[src/rtl/mul_unit.sv]
// Iterative shift-add multiplier for MUL/MLA, producing the low WIDTH bits of rm*rs (+rn).
// Optional MUL_EARLY_TERM_EN ends CALC as soon as the remaining multiplier bits are all zero.
module mul_unit #(
  parameter int WIDTH = 32
) (
  input  logic             clk,
  input  logic             reset_n,
  input  logic             start,
  input  logic             op_mla,
  input  logic [WIDTH-1:0] rm,
  input  logic [WIDTH-1:0] rs,
  input  logic [WIDTH-1:0] rn,
  input  logic [3:0]       wa_in,
  output logic             busy,
  output logic             done,
  output logic             we_out,
  output logic [3:0]       wa_out,
  output logic [WIDTH-1:0] result,
  output logic             flag_n,
  output logic             flag_z
);

  localparam int CW = $clog2(WIDTH);
  localparam logic [CW-1:0] CNT_LAST = CW'(WIDTH - 1);
  localparam logic [CW-1:0] CNT_ONE  = CW'(1);

  typedef enum logic [1:0] {
    ST_IDLE = 2'd0,
    ST_CALC = 2'd1,
    ST_DONE = 2'd2
  } state_t;

  state_t           state_r;
  logic [WIDTH-1:0] acc_r;
  logic [WIDTH-1:0] mcand_r;
  logic [WIDTH-1:0] mplier_r;
  logic [CW-1:0]    cnt_r;
  logic [3:0]       wa_r;
  logic             busy_r;
  logic             done_r;
  logic [WIDTH-1:0] mplier_nxt_s;
  logic             calc_last_s;

  // Decide whether the current CALC edge is the final one.
  always_comb begin
    mplier_nxt_s = mplier_r >> 1;
`ifdef MUL_EARLY_TERM_EN
    if ((cnt_r == CNT_LAST) || (mplier_nxt_s == {WIDTH{1'b0}})) begin
      calc_last_s = 1'b1;
    end else begin
      calc_last_s = 1'b0;
    end
`else
    if (cnt_r == CNT_LAST) begin
      calc_last_s = 1'b1;
    end else begin
      calc_last_s = 1'b0;
    end
`endif
  end

  // Control FSM plus datapath registers; DONE accepts a new start like IDLE.
  always_ff @(posedge clk) begin
    if (!reset_n) begin
      state_r  <= ST_IDLE;
      acc_r    <= {WIDTH{1'b0}};
      mcand_r  <= {WIDTH{1'b0}};
      mplier_r <= {WIDTH{1'b0}};
      cnt_r    <= {CW{1'b0}};
      wa_r     <= 4'd0;
      busy_r   <= 1'b0;
      done_r   <= 1'b0;
    end else begin
      case (state_r)
        ST_IDLE, ST_DONE: begin
          done_r <= 1'b0;
          if (start) begin
            acc_r    <= op_mla ? rn : {WIDTH{1'b0}};
            mcand_r  <= rm;
            mplier_r <= rs;
            wa_r     <= wa_in;
            cnt_r    <= {CW{1'b0}};
            busy_r   <= 1'b1;
            state_r  <= ST_CALC;
          end else begin
            busy_r  <= 1'b0;
            state_r <= ST_IDLE;
          end
        end
        ST_CALC: begin
          if (mplier_r[0]) begin
            acc_r <= acc_r + mcand_r;
          end
          mcand_r  <= mcand_r << 1;
          mplier_r <= mplier_nxt_s;
          cnt_r    <= cnt_r + CNT_ONE;
          if (calc_last_s) begin
            busy_r  <= 1'b0;
            done_r  <= 1'b1;
            state_r <= ST_DONE;
          end else begin
            busy_r  <= 1'b1;
            done_r  <= 1'b0;
            state_r <= ST_CALC;
          end
        end
        default: begin
          busy_r  <= 1'b0;
          done_r  <= 1'b0;
          state_r <= ST_IDLE;
        end
      endcase
    end
  end

  assign busy   = busy_r;
  assign done   = done_r;
  assign we_out = done_r;
  assign wa_out = wa_r;
  assign result = acc_r;
  // Flags are only meaningful in the done cycle.
  assign flag_n = done_r & acc_r[WIDTH-1];
  assign flag_z = done_r & ~(|acc_r);

endmodule
[config.mk]
export PLATFORM = sky130hd
export DESIGN_NAME = mul_unit
export DESIGN_NICKNAME = d
export VERILOG_FILES = /design/src/rtl/mul_unit.sv
export SDC_FILE = /design/constraint.sdc
export NUM_CORES = 1
export LEC_CHECK = 0
export ABC_CLOCK_PERIOD_IN_PS = 3300
export BUFFER_PORTS_ARGS = -buffer_cell sky130_fd_sc_hd__buf_2
export CAP_MARGIN = 20
export CORE_MARGIN = 2
export CORE_UTILIZATION = 23
export CTS_CLUSTER_DIAMETER = 60
export DETAILED_ROUTE_END_ITERATION = 6
export HOLD_SLACK_MARGIN = 0.06
export SYNTH_ARGS = -nofsm -noshare
export SYNTH_HDL_FRONTEND = slang
export SYNTH_SLANG_ARGS = --single-unit
[constraint.sdc]
create_clock -name clk -period 3.3 [get_ports clk]
set_input_delay 0.33 -clock clk [delete_from_list [all_inputs] [get_ports clk]]
set_output_delay 0.33 -clock clk [all_outputs]
set_load 0.01 [all_outputs]
### Yosys cells after proc, flatten, opt, wreduce, memory -nomap -nowiden

Index checks and enable logic that the tools add are counted.

* register bits: 109

* add/subtract/negate cells: 2
* equality and inequality tests: 5
* muxes and demuxes: 18
* bitwise logic cells: 3
* reduce and logical (&&, ||, !) cells: 8

Operator list (number)
* $pmux W32 S2: 3
* $mux W32: 5
* $add A32 B32 Y32: 1
* $reduce_or A32 Y1: 1
* $pmux W5 S2: 1
* $reduce_and A2 Y1: 3
* $add A5 B1 Y5 const B: 1
* $eq A5 B5 Y1 const B: 1
* $mux W1: 5
* $mux W5: 1
* $ne A2 B2 Y1 const B: 2
* $pmux W2 S2: 1
* $reduce_and A3 Y1: 1
* $and A1 B1 Y1: 2
* $eq A2 B1 Y1 const B: 1
* $eq A2 B2 Y1 const B: 1
* $logic_not A2 Y1: 1
* $mux W2: 1
* $pmux W1 S2: 1
* $reduce_bool A2 Y1: 1
* $reduce_or A2 Y1: 1
* $not A1 Y1: 1

### Logic depth before layout (Yosys ltp)

Gate-level depths: netlist (run 1).

* depth after elaboration: 4
* mapped depth: 11
* mapped depth without buffers: 11

### Least setup slack after synthesis (run 1)

Ideal clock, no wire load.

* path type: flip-flop to flip-flop
* start point: register acc_r[4], in the netlist result[4]
* end point: register acc_r[31], in the netlist result[31]
* library setup time: 120 ps
* arrival: 2523 ps
* slack: 656 ps
* cell stages (with the launch flop): 11
* period minus slack after synthesis: 2644 ps
* cell sequence: dfxtp_1 > ha_1 > a21o_1 > a31oi_1 > a211oi_1 > or4_4 > a31oi_4 > o31ai_2 > a2111oi_4 > xnor2_1 > a21oi_1

* longest elaborated chain between the ends: 3

Ends and longest elaborated chain
* start, declared: RTL line 34 `logic [WIDTH-1:0] acc_r;`
* start signal, assigned: RTL line 66 `acc_r <= {WIDTH{1'b0}};`
* start signal, assigned: RTL line 78 `acc_r <= op_mla ? rn : {WIDTH{1'b0}};`
* start signal, assigned: RTL line 92 `acc_r <= acc_r + mcand_r;`
* $add A32 B32 Y32: RTL line 92
* $mux W32: RTL line 91 `if (mplier_r[0]) begin`
* $pmux W32 S2: RTL line 74 `case (state_r)`

No other way between the ends. The select of a mux whose other input is x is not followed.
A chain may end at the register's enable or synchronous reset.

### Final worst setup path (run 1)

* start point: register acc_r[0], in the netlist result[0]
* end point: register acc_r[30], in the netlist result[30]

Same word-level chain as after synthesis.

==> metrics, run 1 <==
starting density of the core 0.2345; Critical Path Sink Type register; Syn Inst Count 728; sequential-to-total area share from yosys stat 0.3528; area share of xor/xnor cells in the synthesized design 0.03859; max-cap viol count 0; mapped cell area 6128 um2; YS warnings 0; Clk pwr share 0.325; drc violations 10; setup ws final ~360 ps; Tot Pwr about 0.0034 W; peak supply drop 0.0002347 V; row cnt slightly below 60; Slew headroom 0.3501; P_leak 3.222 nW; Synth Area in Simple Gates 0.1625; number of I/O pins 145; switching pwr ~0.0011 W; Setup WS pre-CTS 344.4 ps; M2 GR Usage 0.2215; Crit Path Category register to register; Detail Placement HPWL 14770 um; Synth area leaders dfxtp_1 35%, a21boi_0 8.1%, a22oi_1 8.1%; via/cell ratio roughly 5.0; total negative setup slack 0 ps; RD Place Congestion 0.8042; number of global-route vias before repair 5571; first-pass GRT wire length 31380 um; worst path cell trace ha_1, fa_1, a21o_1, nand4_1, nand4_1, a31oi_1, o31ai_1, a31oi_1, o41ai_1, mux2i_1, nor2_1; total gr overflow 0; compound-cell area share of the yosys netlist 0.3322; antenna fix cells 0; failing checks design-rule violations; Num CTS Buffers 9; sequential power share 0.441; Syn Area/Cell 8.418 um2; worst min-delay path class input pin to register; Final period util 0.8923; Post-DP Area about 7200 um2; Placeable Area 26130 um2; Worst path max stage delay 470 ps; antenna violations before repair 0; Initial DRC Count 412; Die Y 167.2 um; Post-synth EDFFs 0; Post-Route WL slightly above 20000 um; Clock transition at path regs 80 ps; Yosys reg bits 108; CTS Sinks ~110; via count 5903; Yosys top cell area share 0.3528; Port Buffers 144; # nets final 973; Yosys cell types 52; antenna-violating nets left 0; GRT Overall Usage 0.1420; largest family of logic cells by synthesized area compound AO/OA/AOI/OAI gates; Tmin final 2945 ps; CTS tree yes; post-CTS setup buffers 0; syn nets 866; design area 7450 um2; top_reg_cell synth dfxtp_1; Sw Ratio 0.3312; GRT busiest layer met2; Worst Path Arrival 3190 ps; Worst EP required 3550 ps; cell internal pwr 0.002266 W; Fin. Hold Viols 0; Worst-Skew Late Latency approximately 350 ps; root buf cell clkbuf_16; routed len/inst 17.21 um; multiplexer share of the synthesized area 0.003267; combinational power share 0.234; FMAX 339.6 MHz; status complete, but fails checks; TritonRoute pass-1 iters 7; fillers 2871; Die Width 167.2 um; met1 Use GR 0.1953; hold_buf cts 0; largest net degree at the start of global routing 80; Post-synth ARST share 0; Slew Limit Fails 0; CP max stage cell o31ai_1; met3 GRT Util 0.03120; Max Root-Sink Buffers 2; CP Launch Type register; pwr/cell area 454.8 nW/um2; Max H-tree Level 3; Synth Area in Adders 0.07064; unrepaired setup endpoints after global routing no; Clock Skews about 8 ps; Die ar. 27970 um2; post_cts resized 0; CP Max Fanout 4; layout overhead on the synthesized area 21.56%; endpoints failing setup 0; Worst Tran Pin Value 972.5 ps; layout cell share with drive strength beyond 1 0.2143; cell taking the most area after synthesis dfxtp_1
-- cell type report --
type                            count  area, um2  area share
Sequential cell                   108       2162      0.2902
Clock buffer                       10      239.0     0.03208
Inverter                            6      22.52    0.003023
Multi-Input combinational cell    556       3744      0.5025
Clock inverter                      6      55.05    0.007390
Tap cell                          335      419.2     0.05626
Timing Repair Buffer              154      808.3      0.1085
-- registers in the layout (all words and copies together), names as in the netlist --
| signal | cells |
|---|---|
| wa_out | 4 |
| done | 1 |
| state_r | 2 |
| result | 32 |
| mcand_r | 32 |
| cnt_r | 5 |
| mplier_r | 32 |
-- cells in the mapped netlist, drive strengths merged (2+ instances only) --
cell type / count
buf: 10
nor2b: 7
nor4: 7
o211a: 13
a211oi: 2
o21a: 4
o21bai: 4
nor2: 31
a21oi: 33
ha: 33
nor3: 5
o21ai: 29
a221o: 2
nor3b: 4
or3: 3
and2: 7
inv: 6
a22oi: 66
and3: 7
o211ai: 14
xnor2: 15
a221oi: 14
nand3: 23
nand2b: 5
a21o: 11
o31ai: 3
mux2i: 2
dfxtp: 108
xor2: 12
clkbuf: 48
nand2: 100
a21boi: 66
nand4: 12
a31oi: 9
-- power by group through the flow --
stage / Clock [W] / Combinational, W / Sequential [W]
after global routing: 0.00119 / 0.000879 / 0.00151
after global placement: 0 / 0.000791 / 0.00152
after CTS: 0.00114 / 0.000797 / 0.00150
final: 0.00110 / 0.000792 / 0.00149
after detailed placement: 0 / 0.000792 / 0.00153
after floorplan: 0 / 0.000497 / 0.00152
-- cells in the final DEF (no fill, tap or decap), types with 8 or more instances in the layout --
cell type,n
a21boi_0,66
a21o_1,11
a21oi_1,33
a221oi_1,14
a22oi_1,66
a31oi_1,8
buf_2,144
buf_4,9
clkbuf_16,9
dfxtp_1,108
ha_1,33
nand2_1,100
nand3_1,23
nand4_1,12
nor2_1,30
o211a_1,13
o211ai_1,14
o21ai_0,29
xnor2_1,15
xor2_1,12
-- logic make-up after synthesis --
family | Yosys count
buffers and inverters | 64
flip-flops | 108
XOR/XNOR | 27
adder cells (fa/ha/maj) | 34
multiplexers | 2
AO/OA/AOI/OAI | 279
AND/OR/NAND/NOR | 214
-- layer usage --
layer,wire (um),vias to the layer above,part of all wire
met4,456,0,0.023
li1,-,2913,-
met3,1198,19,0.059
met5,0,-,0
met1,9445,2805,0.47
met2,9123,166,0.45
-- stage by stage --
step | hold slack, ps | std cells | util
floorplan | 443.9 | 728 | -
global placement | 449.2 | 1159 | 0.2738
detailed placement | 456.3 | 1159 | 0.2738
CTS | 200.6 | 1175 | 0.2851
global route | 204.6 | 1175 | 0.2851
finish | 217.3 | 1175 | 0.2851
-- worst max-delay path: cells and delay by family (launching register included) --
family | cells | cell delay, ps
flops | 1 | 380
fa+ha+maj | 2 | 430
compound gates | 5 | 1500
mux | 1 | 240
simple gates | 3 | 280
-- worst paths after layout --
path | from | endpoint | slack [ps] | depth (start not counted)
min | wa_in[3] | wa_out[3] | 220 | 3
max reg2reg | result[0] | result[30] | 360 | 11
max | result[0] | result[30] | 360 | 11
min reg2reg | mplier_r[5] | mplier_r[5] | 460 | 2
Note: power is estimated with default switching activity, not from simulation.
==> run 2: changes to the inputs <==
- PLACE_DENSITY: default -> 0.38
==> metrics, run 2 (same netlist as run 1, synthesis figures left out) <==
Max H-tree Level 3 (unchanged); GRT Overall Usage 0.1525 (was 0.1420); failing checks design-rule violations (unchanged); status complete, but fails checks (unchanged); Tmin final 3048 ps (was 2945 ps); first-pass GRT wire length 33670 um (was 31380 um); Worst path max stage delay 530 ps (was 470 ps); Setup WS pre-CTS 274.0 ps (was 344.4 ps); unrepaired setup endpoints after global routing no (unchanged); layout cell share with drive strength beyond 1 0.2183 (was 0.2143); FMAX 328.1 MHz (was 339.6 MHz); Max Root-Sink Buffers 2 (unchanged); Post-Route WL 21490 um (was 20220 um); root buf cell clkbuf_16 (unchanged); hold_buf cts 0 (unchanged); pwr/cell area 474.9 nW/um2 (was 454.8 nW/um2); antenna-violating nets left 0 (unchanged); max-cap viol count 0 (unchanged); Worst EP required 3560 ps (was 3550 ps); via/cell ratio 4.961 (was 5.024); drc violations 8 (was 10); endpoints failing setup 0 (unchanged); P_leak 3.256 nW (was 3.222 nW); TritonRoute pass-1 iters 7 (unchanged); Initial DRC Count 342 (was 412); CP delay by family, top compound AO/OA/AOI/OAI gates (unchanged); worst min-delay path class input pin to register (unchanged); row cnt 59 (unchanged); total negative setup slack 0 ps (unchanged); Clock Skews 10.12 ps (was 8.034 ps); number of I/O pins 145 (unchanged); Worst Tran Pin Value 734.5 ps (was 972.5 ps); layout overhead on the synthesized area 22.72% (was 21.56%); Port Buffers 144 (unchanged); routed len/inst 18.24 um (was 17.21 um); total gr overflow 0 (unchanged); peak supply drop 0.0002494 V (was 0.0002347 V); Detail Placement HPWL 15350 um (was 14770 um); largest net degree at the start of global routing 59 (was 80); starting density of the core 0.2345 (unchanged); Worst Path Buf+Inv 0 (unchanged); antenna fix cells 0 (unchanged); Critical Path Sink Type register (unchanged); via count 5844 (was 5903); CTS Sinks 108 (unchanged); Slew headroom 0.5092 (was 0.3501); CP Max Fanout 4 (unchanged); commonest non-fill, non-tap cell in the layout buf_2 (unchanged); RD Place Congestion 0.7684 (was 0.8042); Worst-Skew Late Latency 370 ps (was 350 ps); Clock transition at path regs 90 ps (was 80 ps); CP max stage cell o31ai_1 (unchanged); worst path cell trace ha_1, fa_1, a21o_1, nand4_1, nand4_1, a31oi_1, o31ai_1, a31oi_1, o41ai_1, mux2i_1, nor2_1 (unchanged); Fin. Hold Viols 0 (unchanged); number of global-route vias before repair 5685 (was 5571); Slew Limit Fails 0 (unchanged); Worst Path Arrival 3310 ps (was 3190 ps); Placeable Area 26130 um2 (unchanged); Die Width 167.2 um (unchanged); setup ws final 251.9 ps (was 355.5 ps); CTS tree yes (unchanged); Crit Path Category register to register (unchanged); # nets final 976 (was 973); Die Y 167.2 um (unchanged); antenna violations before repair 0 (unchanged); Die ar. 27970 um2 (unchanged); post-CTS setup buffers 0 (unchanged); post_cts resized 0 (unchanged); CP Launch Type register (unchanged); Final period util 0.9237 (was 0.8923); Num CTS Buffers 9 (unchanged); most frequent cells in the layout 144 x buf_2, 108 x dfxtp_1, 100 x nand2_1, 66 x a22oi_1, 66 x a21boi_0 (unchanged)
[run 2: changes by cell type in the layout (fill, tap and decap cells not counted), sizes merged]
cell and change:
buf +3, bufinv +2, clkbuf -1, clkinv -1
[run 2: final cells by class]
| cell class | instances | area (um2) |
|---|---|---|
| clock buffer | 9 | 225.2 |
| fill | 2864 | 18610 |
| tap | 335 | 419.2 |
| timing repair buffer | 157 | 830.8 |
| inverter | 6 | 22.52 |
| multi-input combinational | 556 | 3747 |
| clock inverter | 7 | 113.9 |
| sequential | 108 | 2162 |
[run 2: through the flow]
stage	cells	util	hold WS [ps]	total power (W)	area, um2
3_5_place_dp	1162	0.2748	460.4	0.002337	7182
3_3_place_gp	1162	0.2748	455.4	0.002346	7182
2_1_floorplan	728	-	443.9	0.002013	6128
6_report	1178	0.2878	202.9	0.003571	7521
5_1_grt	1178	0.2878	196.6	0.003780	7521
4_1_cts	1178	0.2878	192.1	0.003630	7521
[run 2: metal layers]
layer / global-route usage / part of all wire / vias to the layer above
met5: 0 / 0 / -
met4: 0.04726 / 0.016 / 0
met3: 0.03285 / 0.053 / 17
met2: 0.2302 / 0.43 / 135
met1: 0.2168 / 0.50 / 2758
li1: - / - / 2934
[run 2: path summary, 6_finish.rpt]
check                                  from          end  slack, ps  cells past startpoint
worst max-delay path              result[0]   result[30]        250                     11
worst min-delay path               wa_in[1]    wa_out[1]        200                      3
worst max register to register    result[0]   result[30]        250                     11
worst min register to register  mplier_r[7]  mplier_r[7]        470                      2
[run 2: power by group]
group	switching (W)	internal, W
logic	0.000479	0.000317
clock network	0.000587	0.000688
registers	0.0000991	0.00140
total	0.00116	0.00241
[run 2: tightest hold or removal path: stages]
cell and delay (ps):
buf_2 100, nand2_1 40, a21boi_0 60
